$ cat config.mk
export PLATFORM = sky130hd
export DESIGN_NAME = mac_sched
export DESIGN_NICKNAME = d
export VERILOG_FILES = /design/src/rtl/mac_sched.sv
export SDC_FILE = /design/constraint.sdc
export NUM_CORES = 1
export LEC_CHECK = 0
export BUFFER_PORTS_ARGS = -buffer_cell sky130_fd_sc_hd__clkbuf_2
export CORE_ASPECT_RATIO = 1.75
export CORE_MARGIN = 4
export CORE_UTILIZATION = 35
export DETAILED_ROUTE_END_ITERATION = 10
export GPL_ROUTABILITY_DRIVEN = 0
export PLACE_DENSITY = 0.55
export SYNTH_ARGS = -nofsm -noshare
export SYNTH_HDL_FRONTEND = slang
export SYNTH_SLANG_ARGS = --single-unit
$ cat constraint.sdc
create_clock -name clk -period 4.9 [get_ports clk]
set_input_delay 0.245 -clock clk [delete_from_list [all_inputs] [get_ports clk]]
set_output_delay 0.245 -clock clk [all_outputs]
set_load 0.005 [all_outputs]
$ cat src/rtl/mac_sched.sv
// -----------------------------------------------------------------------------
// mac_sched -- round-robin scheduler sharing one 8x8 multiply / 16-bit
// accumulate datapath among NREQ requesters.
//
// A requester raises req with a job length on its len slot. The scheduler
// grants one requester at a time (round robin from the pointer), clears the
// accumulator, accepts len operand pairs on the shared valid/ready bus and
// returns a one-cycle tagged result strobe.
//
// Ports:
//   clk        rising-edge clock
//   aclr_n     asynchronous reset, active low
//   req        per-requester job request (level, sampled only when idle)
//   len        per-requester job length, requester i at [i*LEN_W +: LEN_W]
//   gnt        one-hot grant, high from CLEAR through DONE
//   busy       high whenever the scheduler is not idle
//   op_a/op_b  unsigned operand pair from the granted requester
//   op_valid   operand pair valid
//   op_ready   scheduler accepts a pair this cycle
//   res_valid  one-cycle result strobe
//   res_data   accumulated result (held until the next result)
//   res_id     index of the requester owning the result (held)
//   res_ovf    accumulator wrapped during the job (held)
// -----------------------------------------------------------------------------

// Round-robin pick: first set req bit at or above ptr, else the first set bit
// below ptr. Two passes avoid a modulo on a variable index.
module mac_sched_arb #(
    parameter int NREQ  = 4,
    parameter int LEN_W = 8,
    parameter int ID_W  = 2
) (
    input  logic [NREQ-1:0]       req,
    input  logic [NREQ*LEN_W-1:0] len,
    input  logic [ID_W-1:0]       ptr,
    output logic                  found,
    output logic [ID_W-1:0]       idx,
    output logic [LEN_W-1:0]      sel_len
);
    // NOTE: every variable written here gets a default before any branch;
    // a path that leaves one unassigned would infer a latch.
    always_comb begin
        found   = 1'b0;
        idx     = '0;
        sel_len = '0;
        for (int i = 0; i < NREQ; i++) begin
            if (!found && req[i] && (ID_W'(i) >= ptr)) begin
                found   = 1'b1;
                idx     = ID_W'(i);
                sel_len = len[i*LEN_W +: LEN_W];
            end
        end
        for (int i = 0; i < NREQ; i++) begin
            if (!found && req[i] && (ID_W'(i) < ptr)) begin
                found   = 1'b1;
                idx     = ID_W'(i);
                sel_len = len[i*LEN_W +: LEN_W];
            end
        end
    end
endmodule

// Multiply-accumulate datapath. acc_next/ovf_next expose the value the
// accumulator takes on an accepted beat, so the result can be captured in the
// same cycle as the last product without an extra pipeline stage.
module mac_sched_dp #(
    parameter int CNT_W = 8
) (
    input  logic             clk,
    input  logic             aclr_n,
    input  logic             clear,
    input  logic             en,
    input  logic [7:0]       a,
    input  logic [7:0]       b,
    output logic [15:0]      acc,
    output logic             ovf,
    output logic [CNT_W-1:0] count,
    output logic [15:0]      acc_next,
    output logic             ovf_next
);
    logic [15:0] prod;
    logic [16:0] sum;

    always_comb begin
        prod     = 16'(a) * 16'(b);
        sum      = {1'b0, acc} + {1'b0, prod};
        acc_next = sum[15:0];
        ovf_next = ovf | sum[16];   // sticky carry out of bit 15
    end

    // NOTE: the accumulator is an ordinary register, not a memory array, so it
    // is reset with the rest of the state; results must read 0 out of reset.
    always_ff @(posedge clk or negedge aclr_n) begin
        if (!aclr_n) begin
            acc   <= '0;
            ovf   <= 1'b0;
            count <= '0;
        end else if (clear) begin
            acc   <= '0;
            ovf   <= 1'b0;
            count <= '0;
        end else if (en) begin
            acc   <= acc_next;
            ovf   <= ovf_next;
            count <= count + CNT_W'(1);
        end
    end
endmodule

module mac_sched #(
    parameter int NREQ  = 4,
    parameter int LEN_W = 8,
    parameter int ID_W  = 2
) (
    input  logic                  clk,
    input  logic                  aclr_n,
    input  logic [NREQ-1:0]       req,
    input  logic [NREQ*LEN_W-1:0] len,
    output logic [NREQ-1:0]       gnt,
    output logic                  busy,
    input  logic [7:0]            op_a,
    input  logic [7:0]            op_b,
    input  logic                  op_valid,
    output logic                  op_ready,
    output logic                  res_valid,
    output logic [15:0]           res_data,
    output logic [ID_W-1:0]       res_id,
    output logic                  res_ovf
);
    typedef enum logic [1:0] {
        S_IDLE,
        S_CLEAR,
        S_RUN,
        S_DONE
    } state_t;

    state_t state_q, state_d;

    // Arbiter outputs
    logic             pick_found;
    logic [ID_W-1:0]  pick_idx;
    logic [LEN_W-1:0] pick_len;

    // Job context latched at grant time
    logic [ID_W-1:0]  rr_q;
    logic [ID_W-1:0]  idx_q;
    logic [LEN_W-1:0] len_q;
    logic [NREQ-1:0]  gnt_q;

    // Datapath interface
    logic             dp_clear;
    logic             beat;
    logic             last_beat;
    logic [15:0]      dp_acc;
    logic             dp_ovf;
    logic [LEN_W-1:0] dp_count;
    logic [15:0]      dp_acc_next;
    logic             dp_ovf_next;

    // Held result
    logic [15:0]      res_data_q;
    logic [ID_W-1:0]  res_id_q;
    logic             res_ovf_q;

    mac_sched_arb #(
        .NREQ  (NREQ),
        .LEN_W (LEN_W),
        .ID_W  (ID_W)
    ) u_arb (
        .req     (req),
        .len     (len),
        .ptr     (rr_q),
        .found   (pick_found),
        .idx     (pick_idx),
        .sel_len (pick_len)
    );

    mac_sched_dp #(
        .CNT_W (LEN_W)
    ) u_dp (
        .clk      (clk),
        .aclr_n   (aclr_n),
        .clear    (dp_clear),
        .en       (beat),
        .a        (op_a),
        .b        (op_b),
        .acc      (dp_acc),
        .ovf      (dp_ovf),
        .count    (dp_count),
        .acc_next (dp_acc_next),
        .ovf_next (dp_ovf_next)
    );

    // A beat is the last one when count==len-1 before it is accepted; len==0
    // never reaches RUN, so len_q-1 cannot underflow here.
    assign dp_clear  = (state_q == S_CLEAR);
    assign beat      = (state_q == S_RUN) && op_valid;
    assign last_beat = beat && (dp_count == len_q - LEN_W'(1));

    // NOTE: sequential state uses non-blocking assignments so every flop
    // samples pre-edge values and updates together.
    always_ff @(posedge clk or negedge aclr_n) begin
        if (!aclr_n) begin
            state_q <= S_IDLE;
        end else begin
            state_q <= state_d;
        end
    end

    always_comb begin
        state_d   = state_q;
        busy      = 1'b1;
        op_ready  = 1'b0;
        res_valid = 1'b0;
        unique case (state_q)
            S_IDLE: begin
                busy = 1'b0;
                if (pick_found) begin
                    state_d = S_CLEAR;
                end
            end
            S_CLEAR: begin
                state_d = (len_q == '0) ? S_DONE : S_RUN;
            end
            S_RUN: begin
                op_ready = 1'b1;
                if (last_beat) begin
                    state_d = S_DONE;
                end
            end
            S_DONE: begin
                res_valid = 1'b1;
                state_d   = S_IDLE;
            end
            default: begin
                state_d = S_IDLE;
            end
        endcase
    end

    // Grant context: req/len are looked at only in IDLE, so requesters may
    // change them freely while a job runs.
    always_ff @(posedge clk or negedge aclr_n) begin
        if (!aclr_n) begin
            rr_q  <= '0;
            idx_q <= '0;
            len_q <= '0;
            gnt_q <= '0;
        end else begin
            case (state_q)
                S_IDLE: begin
                    if (pick_found) begin
                        idx_q <= pick_idx;
                        len_q <= pick_len;
                        gnt_q <= NREQ'(1) << pick_idx;
                    end
                end
                S_DONE: begin
                    gnt_q <= '0;
                    rr_q  <= (idx_q == ID_W'(NREQ - 1)) ? '0 : idx_q + ID_W'(1);
                end
                default: ;
            endcase
        end
    end

    // Result registers load on the edge into DONE so they are valid with the
    // strobe (last product included) and hold until the next job finishes.
    always_ff @(posedge clk or negedge aclr_n) begin
        if (!aclr_n) begin
            res_data_q <= '0;
            res_id_q   <= '0;
            res_ovf_q  <= 1'b0;
        end else if ((state_q == S_CLEAR) && (len_q == '0)) begin
            res_data_q <= '0;
            res_id_q   <= idx_q;
            res_ovf_q  <= 1'b0;
        end else if (last_beat) begin
            res_data_q <= dp_acc_next;
            res_id_q   <= idx_q;
            res_ovf_q  <= dp_ovf_next;
        end
    end

    assign gnt      = gnt_q;
    assign res_data = res_data_q;
    assign res_id   = res_id_q;
    assign res_ovf  = res_ovf_q;

    // Accumulator state is observed only through the captured result.
    logic unused_dp;
    assign unused_dp = ^{dp_acc, dp_ovf};

endmodule

* Word-level counts from Yosys, hierarchy flattened
Index checks and enable logic that the tools add are counted. Widths: inputs -> output; s select.
Cells by class: $add $sub $neg 4, multiply operators 1, $lt $le $gt $ge 8, eq/ne operators 7, shifts and indexed selects 1, multiplexer cells 45, bitwise logic cells 1, reductions and logical operators 33
Operators with widths (count):
- $mux 8 | 10
- $mux 16 | 4
- $mux 2 | 11
- $logic_and 1x1->1 | 18
- $add 16x16->17 | 1
- $mux 1 | 17
- $mul 8x8->16 | 1
- $add 8x1->8 const B | 1
- $eq 8x8->1 | 1
- $logic_not 8->1 | 1
- $pmux 2 s4 | 1
- $pmux 4 s2 | 1
- $sub 8x1->8 const B | 1
- $logic_not 1->1 | 7
- $eq 2x2->1 const B | 3
- $reduce_and 2->1 | 3
- $reduce_bool 2->1 | 3
- $ge 1x2->1 const A | 2
- $ge 2x2->1 const A | 2
- $lt 1x2->1 const A | 2
- $lt 2x2->1 const A | 2
- $mux 4 | 1
- $ne 2x2->1 const B | 2
- $shl 1x2->4 const A | 1
- 4 further kinds | 4
Word-level totals: flip-flop bits (word level) 62, input bits 55, output and inout bits 26, logic and storage cells 111

* Depth between registers and ports, before layout
depth in word-level cells 34, depth in mapped cells 17, depth with buffers taken out 16

* Hierarchy
From an unflattened synthesis, not the netlist that was laid out.
Unflattened totals: cells, all modules 681, area, all modules 6314.8 µm²
By module, submodules not included:
- mac_sched_dp | instances 1, cells each 409, area an instance 3709.8 µm², seq. area each 625.6 µm²
- mac_sched | instances 1, cells each 168, area an instance 1930.6 µm², seq. area each 925.9 µm²
- mac_sched_arb | instances 1, cells each 104, area an instance 674.4 µm², seq. area each 0.0 µm²

* Worst setup path before layout
Ideal clock, no wire load.
path type input-to-reg, start in op_b[1], end reg res_data_q[14], in the netlist res_data[14], library setup time 94 ps, data arrival time 4543 ps, data required time 4806 ps, path slack 263 ps, cell stages on the path 16, buffers on the path 1, cells stage by stage clkbuf_1 -> nand2_1 -> fa_1 -> inv_1 -> fa_1 -> inv_1 -> fa_1 -> fa_1 -> inv_1 -> ha_1 -> and3_1 -> a2111oi_2 -> a211oi_1 -> o41ai_1 -> xor2_1 -> a211oi_1
Between the ends: word-level cells in the longest chain between the ends 4
RTL lines:
- from (decl) | line 122 | input logic [7:0] op_b,
- $mul 8x8->16 | line 85 | prod = 16'(a) * 16'(b);
- $add 16x16->17 | line 86 | sum = {1'b0, acc} + {1'b0, prod};
- $mux 16 | line 278 | end else if (last_beat) begin
- $mux 16 | line 274 | end else if ((state_q == S_CLEAR) && (len_q == '0)) begin
- to (signal assigned) | line 279 | res_data_q <= dp_acc_next;
- to (decl) | line 161 | logic [15:0] res_data_q;
No other way between the ends. The select of a mux whose other input is x is not followed. A chain may end at the register's enable or synchronous reset.

* Final worst setup path
start reg u_dp.acc[7], end reg res_data_q[12], in the netlist res_data[12]
Between the ends: word-level cells in the longest chain between the ends 3
RTL lines:
- from (decl) | line 75 | output logic [15:0] acc,
- from (signal assigned) | line 103 | acc <= acc_next;
- $add 16x16->17 | line 86
- $mux 16 | line 278
- $mux 16 | line 274
No other way between the ends. The select of a mux whose other input is x is not followed.

==> impl_metrics.csv <==
group,metric,value,unit
clocking,cts_root_buf,"clkbuf_16",
timing,setup_ws,0.288,ns
power,irDropWorstVdd,0.000270,V
power,p_int,2.28,mW
min_path,hp-class,"in -> async",
yosys,netlist_area,0.00599,sq mm
timing,worst_slew_pin_slew,1.23,ns
yosys,synth_fp_nets,847,
grt,antenna_found_initial,0,
timing,maxSlewViolCount,0,
floorplanning,chipHeight,181,um
worst_setup_path,required,5.09,ns
timing,timing.setup.tns,0,ns
place,dp_slack,0.000385,ns
worst_setup_path,path_cells,"inv_1, fa_1, inv_1, fa_1, fa_1, inv_1, fa_1, inv_1, ha_1, and3_1, a2111oi_4, a211oi_1, buf_4, or3_1, nand4_1, a21oi_1",
worst_setup_path,cp_slowest_stage_delay,0.54,ns
detailed_routing,vias_per_cell,5.07,
grt,grt.total_usage,17.4,%
worst_setup_path,worstSetupStartpointType,"register",
detailed_routing,drtAntennaViolNets,0,
place,postPlaceCellArea,0.00673,sq mm
place,portBuffers,80,
yosys,syn_avg_cell_area,8.58,sq um
yosys,synth.distinct_cells,58,
finish,fin_area,0.00705,sq mm
grt,grt_pass1_vias,5402,
floorplanning,start_util,35.5,%
timing,finalSetupViolCount,0,
worst_setup_path,worstPathArrival,4.80,ns
worst_setup_path,critPathSlowestCell,"fa_1",
yosys,synth-edff-count,0,
timing,rsz0062_at_grt,"no",
yosys,synthFlopType,"dfrtp_1",
power,finalPower,4.25,mW
grt,grt_start_max_net_pins,63,
yosys,synth_cells,698,
timing,slew_headroom,17.4,%
worst_setup_path,critPathLaunch,"u_dp.acc[7]",
floorplanning,ios,81,
floorplanning,core_area,0.0169,sq mm
timing,fin_crit_sh,94.1,%
finish,layout-drive-gt1-share,16.9,%
power,p_sw,1.97,mW
yosys,ys_async_sr_fraction,100,%
worst_setup_path,r2r_start,"u_dp.acc[7]",
power,p_leak,3.47,nW
yosys,ys_seq_area_share,25.9,%
job,cap_violations,0,
clocking,cts_tree,"built",
power,pwr-share-comb,64.9,%
finish,antennaDiodeCount,0,
floorplanning,chipWidth,107,um
clocking,clock_path_buffers,2,
timing,clock.fmax,0.217,GHz
clocking,cts_setup_buffers,0,
timing,fin_skew,0.0105,ns
finish,areaGrowthSynthToFinish,17.8,%
grt,grt-ovfl-total,0,
clocking,postCtsResizedCells,0,
finish,fillCellCount,1791,
detailed_routing,wire_per_inst,15.7,um
clocking,clkTransAtPathRegs,0.05,ns
power,pwr-share-seq,19.8,%
clocking,cts_max_level,3,
worst_setup_path,critPathCaptureType,"register",
timing,layout_min_cycle_time,4.61,ns
detailed_routing,drc,0,
detailed_routing,vias,5166,
clocking,postCtsHoldBufs,0,
power,clkPwrFrac,15.4,%
clocking,cts_buffers,9,
floorplanning,row_count,63,
detailed_routing,first_iter_violations,211,
finish,final_nets,935,
grt,grt_pass1_wl,26.9,mm
worst_setup_path,critical_path_class,"reg -> reg",
floorplanning,dieArea,0.0193,sq mm
run_status,status,"complete, no violations",
timing,hold_violations,0,
detailed_routing,firstDrtPassIters,4,
power,power_density,602,mW/mm^2
place,hpwl,13.0,mm
power,switching_share,46.4,%
yosys,yosys_warnings,0,
worst_setup_path,critical_path_peak_fanout,6,
yosys,synth-seq-cells,62,
clocking,cts_sinks,62,
detailed_routing,drt-total-wl,16.0,mm
clocking,clock_latency,0.33,ns
-- per-layer routing --
| layer | routed length [um] | GRT usage (%) | vias to the layer above |
|---|---|---|---|
| li1 | - | - | 2513 |
| met4 | 536 | 6.71 | 0 |
| met1 | 5900 | 18.6 | 2472 |
| met2 | 8700 | 32.7 | 142 |
| met5 | 0 | 0 | - |
| met3 | 808 | 3.72 | 39 |
-- worst max-delay path: cells and delay by family, from the launching register on --
| kind | cells | cell delay [ns] |
|---|---|---|
| adders and majority gates | 5 | 2.38 |
| buffers and inverters | 5 | 0.40 |
| DFF | 1 | 0.34 |
| AOI/OAI and AO/OA | 3 | 0.67 |
| and+or+nand+nor | 3 | 0.70 |
-- registers in the layout, summed over array words and instances, names as in the netlist --
name	count
res_data	16
u_dp.acc	16
len_q	8
u_dp.count	8
gnt	4
idx_q	2
res_id	2
rr_q	2
state_q	2
res_ovf	1
u_dp.ovf	1
-- power groups by stage --
| stage | Combinational (mW) | Sequential, mW | Clock [mW] |
|---|---|---|---|
| 2_1_floorplan | 1.97 | 0.789 | 0 |
| 5_1_grt | 3.16 | 0.868 | 0.690 |
| 4_1_cts | 2.76 | 0.843 | 0.670 |
| 3_5_place_dp | 2.73 | 0.851 | 0 |
| 3_3_place_gp | 2.73 | 0.847 | 0 |
| 6_report | 2.75 | 0.840 | 0.653 |
-- cells by family after synthesis --
family,count (synthesis),share of synthesized area [%]
flip-flops,62,25.9
adder cells (fa/ha/maj),94,26.0
multiplexers,3,0.690
buffers and inverters,138,9.22
AO/OA/AOI/OAI,164,17.0
AND/OR/NAND/NOR,214,17.7
XOR/XNOR,23,3.37
-- cells in the mapped netlist, types with 2 or more instances --
cell | instances | area share [%]
nor4_1 | 2 | 0.21
nor3_1 | 5 | 0.42
xor2_1 | 8 | 1.2
buf_6 | 2 | 0.38
inv_1 | 111 | 7.0
nor2_1 | 28 | 1.8
and3_1 | 8 | 0.84
ha_1 | 43 | 9.0
a221oi_1 | 8 | 1.2
o22ai_1 | 4 | 0.42
mux2_4 | 2 | 0.50
or3_1 | 5 | 0.52
nand4_1 | 7 | 0.73
a22o_1 | 3 | 0.44
or2_2 | 3 | 0.31
o21ai_0 | 39 | 3.3
nand3b_1 | 2 | 0.25
nand3_1 | 19 | 1.6
a31oi_1 | 9 | 0.94
a211oi_1 | 11 | 1.4
and2_1 | 38 | 4.0
xnor2_1 | 15 | 2.2
a21o_1 | 6 | 0.75
clkbuf_1 | 19 | 1.2
o21ai_1 | 2 | 0.17
nand2_1 | 83 | 5.2
o221ai_1 | 6 | 0.88
o41ai_1 | 2 | 0.29
buf_2 | 3 | 0.25
fa_1 | 51 | 17
and4_1 | 2 | 0.29
o211ai_1 | 2 | 0.25
a21oi_1 | 61 | 5.1
nand2b_1 | 4 | 0.42
dfrtp_1 | 62 | 26
-- layout make-up --
type	count	area [sq um]	area share, %
tap	227	284	4.03
clock buffer	13	260	3.69
timing repair buffer	104	581	8.24
sequential	62	1550	22.0
clock inverter	3	42.5	0.603
inverter	111	417	5.91
multi-input combinational	498	3910	55.5
-- cells in the final DEF, fill, tap and decap left out, drive strengths merged, types with 7 or more instances in the layout --
cell type,instances
a211oi,11
a21o,7
a21oi,61
a221oi,8
a31oi,10
and2,38
and3,8
buf,25
clkbuf,92
dfrtp,62
fa,51
ha,43
inv,111
nand2,83
nand3,20
nand4,7
nor2,28
o21ai,41
xnor2,15
xor2,8
-- metrics by stage --
stage                     hold slack, ns  cells  utilization, %
after floorplan                  -0.0506    698               -
after global placement             0.472   1002            39.9
after detailed placement           0.480   1002            39.9
after CTS                          0.132   1018            41.7
after global routing               0.160   1018            41.8
final                             0.0706   1018            41.8
-- final timing paths --
| check | to | slack, ns | depth (start not counted) |
|---|---|---|---|
| hold / removal | gnt[3] | 0.07 | 2 |
| hold reg to reg | gnt[3] | 0.49 | 2 |
| setup reg to reg | res_data[12] | 0.29 | 16 |
| min in group clk | len_q[6] | 0.17 | 3 |
| max in group asynchronous | len_q[7] | 4.25 | 2 |
| setup / recovery | res_data[12] | 0.29 | 16 |
(Power assumes the default switching activity.)
